[config.mk]
export PLATFORM = sky130hd
export DESIGN_NAME = adc_sample_averager
export DESIGN_NICKNAME = d
export VERILOG_FILES = /design/src/rtl/adc_sample_averager.sv
export SDC_FILE = /design/constraint.sdc
export NUM_CORES = 1
export LEC_CHECK = 0
export BUFFER_PORTS_ARGS = -buffer_cell sky130_fd_sc_hd__buf_2
export CAP_MARGIN = 20
export CORE_UTILIZATION = 41
export CTS_BUF_LIST = sky130_fd_sc_hd__clkbuf_4
export DETAILED_ROUTE_END_ITERATION = 7
export HOLD_SLACK_MARGIN = 0.08
export PLACE_DENSITY = 0.65
export SYNTH_ARGS = -nofsm -noshare
export SYNTH_HDL_FRONTEND = slang
export SYNTH_SLANG_ARGS = --single-unit
[constraint.sdc]
create_clock -name clk12MHz -period 2.21 [get_ports clk12MHz]
set_input_delay 0.221 -clock clk12MHz [delete_from_list [all_inputs] [get_ports clk12MHz]]
set_output_delay 0.221 -clock clk12MHz [all_outputs]
set_load 0.05 [all_outputs]
[src/rtl/adc_sample_averager.sv]
// Boxcar averager: sums 2**LOG2_SAMPLES prescaled samples and publishes the truncated mean.
// Optional per-window min/max tracking is built when ADC_AVG_MINMAX_EN is defined.
module adc_sample_averager #(
  parameter int WIDTH        = 10,
  parameter int LOG2_SAMPLES = 3,
  parameter int SAMPLE_DIV   = 1200
) (
  input  logic                    clk12MHz,
  input  logic                    reset,
  input  logic [WIDTH-1:0]        sample_in,
  input  logic                    clear,
  output logic [WIDTH-1:0]        avg_out,
  output logic                    avg_valid,
  output logic                    primed,
  output logic [LOG2_SAMPLES-1:0] window_pos,
  output logic [WIDTH-1:0]        min_out,
  output logic [WIDTH-1:0]        max_out
);
  localparam int PW = $clog2(SAMPLE_DIV);
  localparam int AW = WIDTH + LOG2_SAMPLES;
  localparam logic [PW-1:0]           DIV_LAST = PW'(SAMPLE_DIV - 1);
  localparam logic [LOG2_SAMPLES-1:0] POS_LAST = '1;

  typedef enum logic {FILL, RUN} state_t;

  state_t        state_reg;
  logic [PW-1:0] presc_reg;
  logic [AW-1:0] acc_reg;
  logic [AW-1:0] acc_sum;
  logic          tick;
  logic          window_done;

  assign tick        = (presc_reg == DIV_LAST);
  assign window_done = tick && (window_pos == POS_LAST);
  // The accumulator carries LOG2_SAMPLES guard bits, so a full window of all-ones is exact.
  assign acc_sum     = acc_reg + AW'(sample_in);

  always_ff @(posedge clk12MHz) begin
    if (reset) begin
      state_reg  <= FILL;
      presc_reg  <= '0;
      acc_reg    <= '0;
      window_pos <= '0;
      avg_out    <= '0;
      avg_valid  <= 1'b0;
      primed     <= 1'b0;
    end else begin
      avg_valid <= 1'b0;
      if (clear) begin
        presc_reg  <= '0;
        acc_reg    <= '0;
        window_pos <= '0;
      end else begin
        presc_reg <= tick ? '0 : presc_reg + 1'b1;
        if (tick) begin
          window_pos <= window_pos + 1'b1;
          if (window_done) begin
            acc_reg   <= '0;
            avg_out   <= acc_sum[AW-1:LOG2_SAMPLES];
            avg_valid <= 1'b1;
            case (state_reg)
              FILL: begin
                state_reg <= RUN;
                primed    <= 1'b1;
              end
              default: begin
                state_reg <= RUN;
                primed    <= 1'b1;
              end
            endcase
          end else begin
            acc_reg <= acc_sum;
          end
        end
      end
    end
  end

`ifdef ADC_AVG_MINMAX_EN
  logic [WIDTH-1:0] run_min_reg;
  logic [WIDTH-1:0] run_max_reg;
  logic [WIDTH-1:0] min_next;
  logic [WIDTH-1:0] max_next;

  // Position 0 marks the first sample of a window, which loads both trackers.
  always_comb begin
    min_next = run_min_reg;
    max_next = run_max_reg;
    if (window_pos == '0) begin
      min_next = sample_in;
      max_next = sample_in;
    end else begin
      if (sample_in < run_min_reg) min_next = sample_in;
      if (sample_in > run_max_reg) max_next = sample_in;
    end
  end

  always_ff @(posedge clk12MHz) begin
    if (reset) begin
      run_min_reg <= '0;
      run_max_reg <= '0;
      min_out     <= '0;
      max_out     <= '0;
    end else if (clear) begin
      run_min_reg <= '0;
      run_max_reg <= '0;
    end else if (tick) begin
      run_min_reg <= min_next;
      run_max_reg <= max_next;
      if (window_done) begin
        min_out <= min_next;
        max_out <= max_next;
      end
    end
  end
`else
  assign min_out = '0;
  assign max_out = '0;
`endif

endmodule

==> Word-level counts from Yosys, hierarchy flattened <==
Index checks and enable logic that the tools add are counted.
{ "totals": {"output_inout_bits": 35, "in_bits": 13, "elab_cells": 20, "reg_bits": 39} }
{ "classes": {"n_eq_ne": 2, "muxes": 2, "bitwise_logic": 2, "add_sub_neg": 3, "n_reduce_logical": 5} }
{ "ops": {"columns": ["cell", "count"], "rows": [
  ["$add 13x10->13", 1],
  ["$mux 13", 1],
  ["$add 11x1->11 const B", 1],
  ["$eq 11x11->1 const B", 1],
  ["$reduce_or 3->1", 2],
  ["$add 3x1->3 const B", 1],
  ["$eq 3x3->1 const B", 1],
  ["$reduce_and 3->1", 1],
  ["$not 1->1", 2],
  ["$reduce_or 2->1", 1],
  ["$logic_and 1x1->1", 1],
  ["$mux 1", 1]
]} }

==> Longest topological paths before layout <==
Gate-level depths: netlist (run 1).
{ "depth": {"ltp_word": 3, "depth_mapped": 8, "mapped_depth_nobuf": 8} }

==> Least setup slack after synthesis (run 1) <==
Ideal clock, no wire load.
{ "synth_timing": {"path_kind": "register -> register", "from": "register window_pos[0]", "to": "register acc_reg[9]", "period_less_slack_ps": 2239, "t_required_ps": 2146, "setup_time_ps": 64, "t_arrival_ps": 2175, "path_stages_with_launch": 7, "slack_ps": -29, "path_buffers": 1, "path_cell_list": "dfxtp_1 ha_1 ha_1 or4_1 buf_2 or4_1 nand3_1"} }
{ "synth_between": {"elab_chain_len": 3} }
{ "synth_rtl": {"columns": ["item", "line_no", "source"], "rows": [
  ["start: declaration", "15", "output logic [LOG2_SAMPLES-1:0] window_pos,"],
  ["start signal: assignment", "56", "window_pos <= window_pos + 1'b1;"],
  ["$eq 3x3->1", "34", "assign window_done = tick && (window_pos == POS_LAST);"],
  ["$logic_and 1x1->1", "34", null],
  ["$mux 13", "57", "if (window_done) begin"],
  ["end signal: assignment", "72", "acc_reg <= acc_sum;"],
  ["end: declaration", "28", "logic [AW-1:0] acc_reg;"]
]} }
Every way passes these cells.
A chain may end at the register's enable or synchronous reset.

==> Worst setup path in the final report (run 1) <==
{ "layout_timing": {"from": "register presc_reg[0]", "to": "register acc_reg[9]"} }
{ "layout_between": {"elab_chain_len": 3} }
{ "layout_rtl": {"columns": ["item", "line_no", "source"], "rows": [
  ["start: declaration", "27", "logic [PW-1:0] presc_reg;"],
  ["start signal: assignment", "54", "presc_reg <= tick ? '0 : presc_reg + 1'b1;"],
  ["$eq 11x11->1 *", "33", "assign tick = (presc_reg == DIV_LAST);"],
  ["$logic_and 1x1->1", "34", null],
  ["$mux 13", "57", null]
]} }
Mark *: on every way between the ends. The rest lies on a longest branch, timed or not.

==> flow_summary.json, run 1 <==
{
  "status": "complete, no violations",
  "drt-pass1-iter-count": 4,
  "clock_latency_ns": 0.35,
  "cts_tree": "yes",
  "synth_warnings": 0,
  "start_kind": "register",
  "avgSynthCellArea_um2": 8.65,
  "setup-tns-final_ns": 0,
  "reg2reg_from": "presc_reg[0]$_SDFF_PP0_",
  "finalCritPeriodShare": 0.952,
  "r2r_end": "acc_reg[9]$_SDFFE_PP0N_",
  "finish.instance_area_mm2": 0.00252,
  "slowest_delay_ns": 0.53,
  "largest_reg_flops": 13,
  "hold_ws_ns": 0.136,
  "ir_drop_mv": 0.386,
  "hold_class": "input port to register",
  "fin_cells": 363,
  "dpl_cell_area_mm2": 0.00241,
  "via_count": 1869,
  "worst-r2r-cell-count": 6,
  "synth_seq_cells": 39,
  "arrival_ns": 2.40,
  "drt_iter0_markers": 82,
  "ys_types": 50,
  "synth_area_mm2": 0.00222,
  "clkTransAtPathRegs_ns": 0.14,
  "cts_buffer_depth": 2,
  "hp-start": "clear",
  "antenna_found_initial": 0,
  "dp_hpwl_um": 3470,
  "final_max_slew_viol_count": 0,
  "worstSetupEndpoint": "acc_reg[9]$_SDFFE_PP0N_",
  "yosys_most_used_dff": "dfxtp_1",
  "routed_wl_um": 4560,
  "finalNetCount": 319,
  "place_inst": 355,
  "port_buffers": 27,
  "grt_pass1_vias": 1620,
  "die_height_um": 75.6,
  "drc": 0,
  "areaGrowthSynthToFinish_pct": 13.6,
  "finalHoldViolCount": 0,
  "async_flop_share": 0,
  "p_per_area_mw_per_mm2": 579,
  "crit_chain": "ha_1, and4_2, nand3_4, or4_1, or4_1, nand3_1",
  "rrSetupSlack_ns": 0.11,
  "finClkSkew_ns": 0.0206,
  "fmax_mhz": 475,
  "fillers": 483,
  "floorplan.initialDensity": 0.430,
  "ioPinCount": 48,
  "cp-startpoint": "presc_reg[0]$_SDFF_PP0_",
  "core_mm2": 0.00517,
  "min_period_ns": 2.10,
  "rsz0062_at_grt": "no",
  "avgRoutedWirePerCell_um": 12.6,
  "grt_usage": 0.176,
  "cap_violations": 0,
  "antennaDiodeCount": 0,
  "slowest_stage": "or4_1",
  "num_rows": 26,
  "place.gp.congestion": 0.812,
  "vias_per_cell": 5.15,
  "synth_cells": 257,
  "crit_top_cell": "or4_1",
  "setup_viol": 0,
  "critPathKind": "register to register",
  "die-area_mm2": 0.00572,
  "clock-sinks": 39,
  "end_kind": "register",
  "p_total_uw": 1460,
  "cts_setup_buffers": 0,
  "overflow": 0,
  "root_buffer": "clkbuf_4",
  "leakagePower_uw": 0.00110,
  "critPathRequiredTime_ns": 2.50,
  "cts_max_level": 2,
  "synth-edff-count": 0,
  "ant_nets": 0,
  "drive_gt1_frac": 0.184,
  "yosysSeqAreaShare": 0.351,
  "cts_made_buffers": 5,
  "cp_max_fo": 4,
  "grt_pass1_wl_um": 7580,
  "fp.dieW_um": 75.6,
  "grt_max_degree": 24
}
-- layout by cell type (no fill, tap or decap), drive strengths merged, types with 8 or more instances in the layout --
cell and instances:
nand2 18, buf 38, nand3 14, nor3 8, dfxtp 39, a21oi 16
o21ai 13, nor2 20, conb 20, ha 13, xor2 9
-- kinds of logic (layout without fill, tap and decap cells) --
family / after synthesis / count (layout) / share of synthesized area
other: 1 / 20 / 0.00169
adder cells (fa/ha/maj): 14 / 14 / 0.0822
multiplexers: 2 / 2 / 0.00900
flip-flops: 39 / 39 / 0.351
AO/OA/AOI/OAI: 59 / 59 / 0.177
AND/OR/NAND/NOR: 94 / 94 / 0.231
buffers and inverters: 35 / 52 / 0.0968
XOR/XNOR: 13 / 13 / 0.0512
-- per-stage QoR --
step                setup WS, ns   util
finish                     0.105  0.488
global route            0.000650  0.488
CTS                       0.0960  0.486
detailed placement         0.138  0.466
global placement           0.192  0.466
floorplan                 0.0739      -
-- area by class of cell --
| class | count | area (um^2) | area share |
|---|---|---|---|
| sequential | 39 | 783 | 0.310 |
| tap | 70 | 87.6 | 0.0347 |
| inverter | 6 | 22.5 | 0.00892 |
| clock buffer | 5 | 37.5 | 0.0149 |
| clock inverter | 3 | 67.6 | 0.0268 |
| multi-input combinational | 202 | 1310 | 0.518 |
| timing repair buffer | 38 | 218 | 0.0862 |
-- cell usage after synthesis (5+ instances only) --
library cell	count	share of area
nor3_1	8	0.018
a21oi_1	16	0.036
clkbuf_1	7	0.012
or3_1	5	0.014
inv_1	6	0.010
ha_1	13	0.073
o21ai_0	13	0.029
nor2_1	19	0.032
nand4_1	5	0.014
nand3_1	13	0.029
dfxtp_1	39	0.35
buf_4	20	0.068
xor2_1	9	0.035
nand2_1	18	0.030
-- power breakdown --
part / internal [uW] / leakage [uW] / switching (uW)
clock: 352 / 0.0000514 / 254
combinational: 28.2 / 0.000738 / 118
sequential: 706 / 0.000315 / 3.31
-- worst max-delay path: cells and delay by family, from the launching register on --
kind | cells | cell delay [ns]
AND/OR/NAND/NOR | 5 | 1.44
flip-flops | 1 | 0.40
adder cells (fa/ha/maj) | 1 | 0.22
-- per-layer routing --
layer / up-vias / wire length, um / global-route usage
li1: 965 / - / -
met1: 859 / 2330 / 0.244
met2: 43 / 2020 / 0.276
met3: 2 / 183 / 0.0437
met4: 0 / 21 / 0.0412
met5: - / 0 / 0
-- how the worst min path moves through the flow --
stage / cells after the start / end
floorplan: 1 / window_pos[0]$_SDFFE_PP0N_
global placement: 2 / avg_out[3]$_SDFFE_PP0P_
detailed placement: 2 / avg_out[0]$_SDFFE_PP0P_
CTS: 2 / window_pos[2]$_SDFFE_PP0N_
global route: 2 / window_pos[2]$_SDFFE_PP0N_
finish: 2 / window_pos[2]$_SDFFE_PP0N_
-- timing repair --
action,in CTS,in global routing
setup endpoints to repair,0,3
resized for setup,0,3
hold buffers,0,0
Note: power is estimated with default switching activity, not from simulation.
==> run 2: changes to the inputs <==
--- a/config.mk
+++ b/config.mk
@@ -5,13 +5,14 @@
 export SDC_FILE = /design/constraint.sdc
 export NUM_CORES = 1
 export LEC_CHECK = 0
+export ABC_AREA = 1
 export BUFFER_PORTS_ARGS = -buffer_cell sky130_fd_sc_hd__buf_2
 export CAP_MARGIN = 20
 export CORE_UTILIZATION = 41
 export CTS_BUF_LIST = sky130_fd_sc_hd__clkbuf_4
 export DETAILED_ROUTE_END_ITERATION = 7
 export HOLD_SLACK_MARGIN = 0.08
-export PLACE_DENSITY = 0.65
+export MAX_ROUTING_LAYER = met4
 export SYNTH_ARGS = -nofsm -noshare
 export SYNTH_HDL_FRONTEND = slang
 export SYNTH_SLANG_ARGS = --single-unit
==> run 2 against run 1 <==
Against the previous run:
- combinational power is essentially flat
- sequential share of layout area fell by 0.25 points
- sequential power about the same
- worst setup slack better by 0.13 ns
- wire length up 6.4%
- non-clock buffer count shrank 10
- final area increased by 0.50%
- first-iteration DRC count is 18% lower
- total power down 18%
- register-to-register slack better by 0.13 ns
- critical endpoint is now presc_reg[8]$_SDFF_PP0_
- largest power group unchanged
==> flow_summary.json, run 2 <==
{
  "status": "complete, no violations",
  "clock-sinks": 39,
  "floorplan.initialDensity": 0.427,
  "final_common_cell": "nand2_1",
  "areaGrowthSynthToFinish_pct": 7.19,
  "clock_latency_ns": 0.35,
  "worst_pin_slew_ns": 0.629,
  "grt-busiest-layer": "met2",
  "p_per_area_mw_per_mm2": 472,
  "antennaDiodeCount": 0,
  "drive_gt1_frac": 0.145,
  "cts_buffer_depth": 2,
  "finalCritPeriodShare": 0.895,
  "cp-startpoint": "presc_reg[0]$_SDFF_PP0_",
  "synth.area.top_cells": "dfxtp_1 33%, nand2_1 14%, buf_4 7.0%, inv_1 7.0%, ha_1 6.9%",
  "synth_cells": 336,
  "ant_nets": 0,
  "most-common-layout-cells": "90 x nand2_1, 44 x inv_1, 39 x dfxtp_1",
  "place.gp.congestion": 0.859,
  "final_max_slew_viol_count": 0,
  "gr-usage-met3": 0.0353,
  "yosysTopAreaCellShare": 0.330,
  "avgRoutedWirePerCell_um": 11.1,
  "grt_pass1_vias": 1824,
  "ioPinCount": 48,
  "ir_drop_mv": 0.243,
  "largest_reg_flops": 13,
  "grt_max_degree": 21,
  "grt_usage": 0.180,
  "reg2reg_from": "presc_reg[0]$_SDFF_PP0_",
  "fin_cells": 437,
  "drc": 0,
  "finClkSkew_ns": 0.0124,
  "critPathKind": "register to register",
  "place_inst": 430,
  "drt_iter0_markers": 67,
  "arrival_ns": 2.25,
  "root_buffer": "clkbuf_4",
  "worst-r2r-cell-count": 8,
  "synth_warnings": 0,
  "die-area_mm2": 0.00608,
  "synth_commonest_cells": "90 x nand2_1, 44 x inv_1, 39 x dfxtp_1",
  "cp_max_fo": 14,
  "drt-pass1-iter-count": 4,
  "fp.dieW_um": 78.0,
  "yosysSeqAreaShare": 0.330,
  "synth_seq_cells": 39,
  "rsz0062_at_grt": "no",
  "critPathRequiredTime_ns": 2.48,
  "end_kind": "register",
  "vias_per_cell": 4.64,
  "antenna_found_initial": 0,
  "synth-edff-count": 0,
  "slew_headroom": 0.580,
  "cts_max_level": 2,
  "post_cts_resize_count": 0,
  "hold_class": "input port to register",
  "setup_viol": 0,
  "synth_area_mm2": 0.00237,
  "dp_hpwl_um": 3760,
  "overflow": 0,
  "num_rows": 27,
  "fmax_mhz": 506,
  "yosysMostFrequentCell": "nand2_1",
  "avgSynthCellArea_um2": 7.05,
  "finalHoldViolCount": 0,
  "grt_use_met2": 0.272,
  "setup-tns-final_ns": 0,
  "routed_wl_um": 4850,
  "worstSetupEndpoint": "presc_reg[8]$_SDFF_PP0_",
  "leakagePower_uw": 0.00127,
  "async_flop_share": 0,
  "yosys_most_used_dff": "dfxtp_1",
  "finalNetCount": 393,
  "grt_pass1_wl_um": 8380,
  "cap_violations": 0,
  "core_mm2": 0.00554,
  "start_kind": "register",
  "port_buffers": 27,
  "rrSetupSlack_ns": 0.23,
  "clkTransAtPathRegs_ns": 0.12,
  "cts_tree": "yes",
  "min_period_ns": 1.98,
  "use_met1": 0.241,
  "die_height_um": 78.0,
  "r2r_end": "presc_reg[8]$_SDFF_PP0_",
  "ys_types": 34,
  "yosysTopAreaCell": "dfxtp_1",
  "cts_made_buffers": 5,
  "via_count": 2029
}
## run 2: what timing repair did
item / in CTS / in global routing
buffers inserted: 0 / 0
hold buffers: 1 / 0
endpoints found under the hold margin: 1 / 0
## run 2: how the worst min path moves through the flow
| stage | from | to | slack, ns | cells past startpoint |
|---|---|---|---|---|
| finish | clear | window_pos[0]$_SDFFE_PP0N_ | 0.19 | 4 |
| global route | clear | window_pos[0]$_SDFFE_PP0N_ | 0.19 | 4 |
| CTS | clear | window_pos[0]$_SDFFE_PP0N_ | 0.17 | 4 |
| global placement | presc_reg[0]$_SDFF_PP0_ | presc_reg[0]$_SDFF_PP0_ | 0.43 | 1 |
| floorplan | reset | avg_valid$_SDFF_PP0_ | 0.29 | 1 |
| detailed placement | reset | avg_valid$_SDFF_PP0_ | 0.44 | 2 |
## run 2: final cells by class
class | count | area, um^2
clock buffer | 5 | 37.5
clock inverter | 1 | 7.51
fill | 607 | 3000
inverter | 51 | 191
multi-input combinational | 241 | 1280
sequential | 39 | 781
tap | 72 | 90.1
timing repair buffer | 28 | 145
## run 2: cell families after synthesis
kind of cell,count (synthesis),share of synthesized area
simple gates,160,0.309
buf+inv,75,0.158
compound gates,39,0.0957
flops,39,0.330
fa+ha+maj,14,0.0772
xor+xnor,8,0.0296
other cells,1,0.00158
## run 2: per-layer routing
layer	part of all wire	routed length, um	vias to the layer above
li1	-	-	1089
met1	0.52	2540	886
met2	0.42	2030	48
met3	0.048	232	6
met4	0.0091	44	0
met5	0	0	-
## run 2: metrics by stage
stage / power (uW) / hold WS (ns) / cell area [um^2] / worst slack [ns] / util
2_1_floorplan: 871 / 0.293 / 2440 / 0.428 / -
3_3_place_gp: 867 / 0.426 / 2480 / 0.333 / 0.448
3_5_place_dp: 868 / 0.441 / 2480 / 0.254 / 0.448
4_1_cts: 1220 / 0.168 / 2540 / 0.204 / 0.458
5_1_grt: 1260 / 0.188 / 2540 / 0.0270 / 0.458
6_report: 1200 / 0.186 / 2540 / 0.233 / 0.458
## run 2: worst max-delay path, cell delays in order (launching register included)
cell and delay (ns):
dfxtp_1 0.35, ha_1 0.23, nand3_2 0.13, inv_2 0.08, nand2_1 0.09, nor2_2 0.06, nor2_2 0.49, inv_2 0.24
nor3_1 0.23
## run 2: power by group
group,internal [uW],switching (uW)
Combinational,26.4,121
Sequential,704,1.16
Clock,112,232
Total,843,355
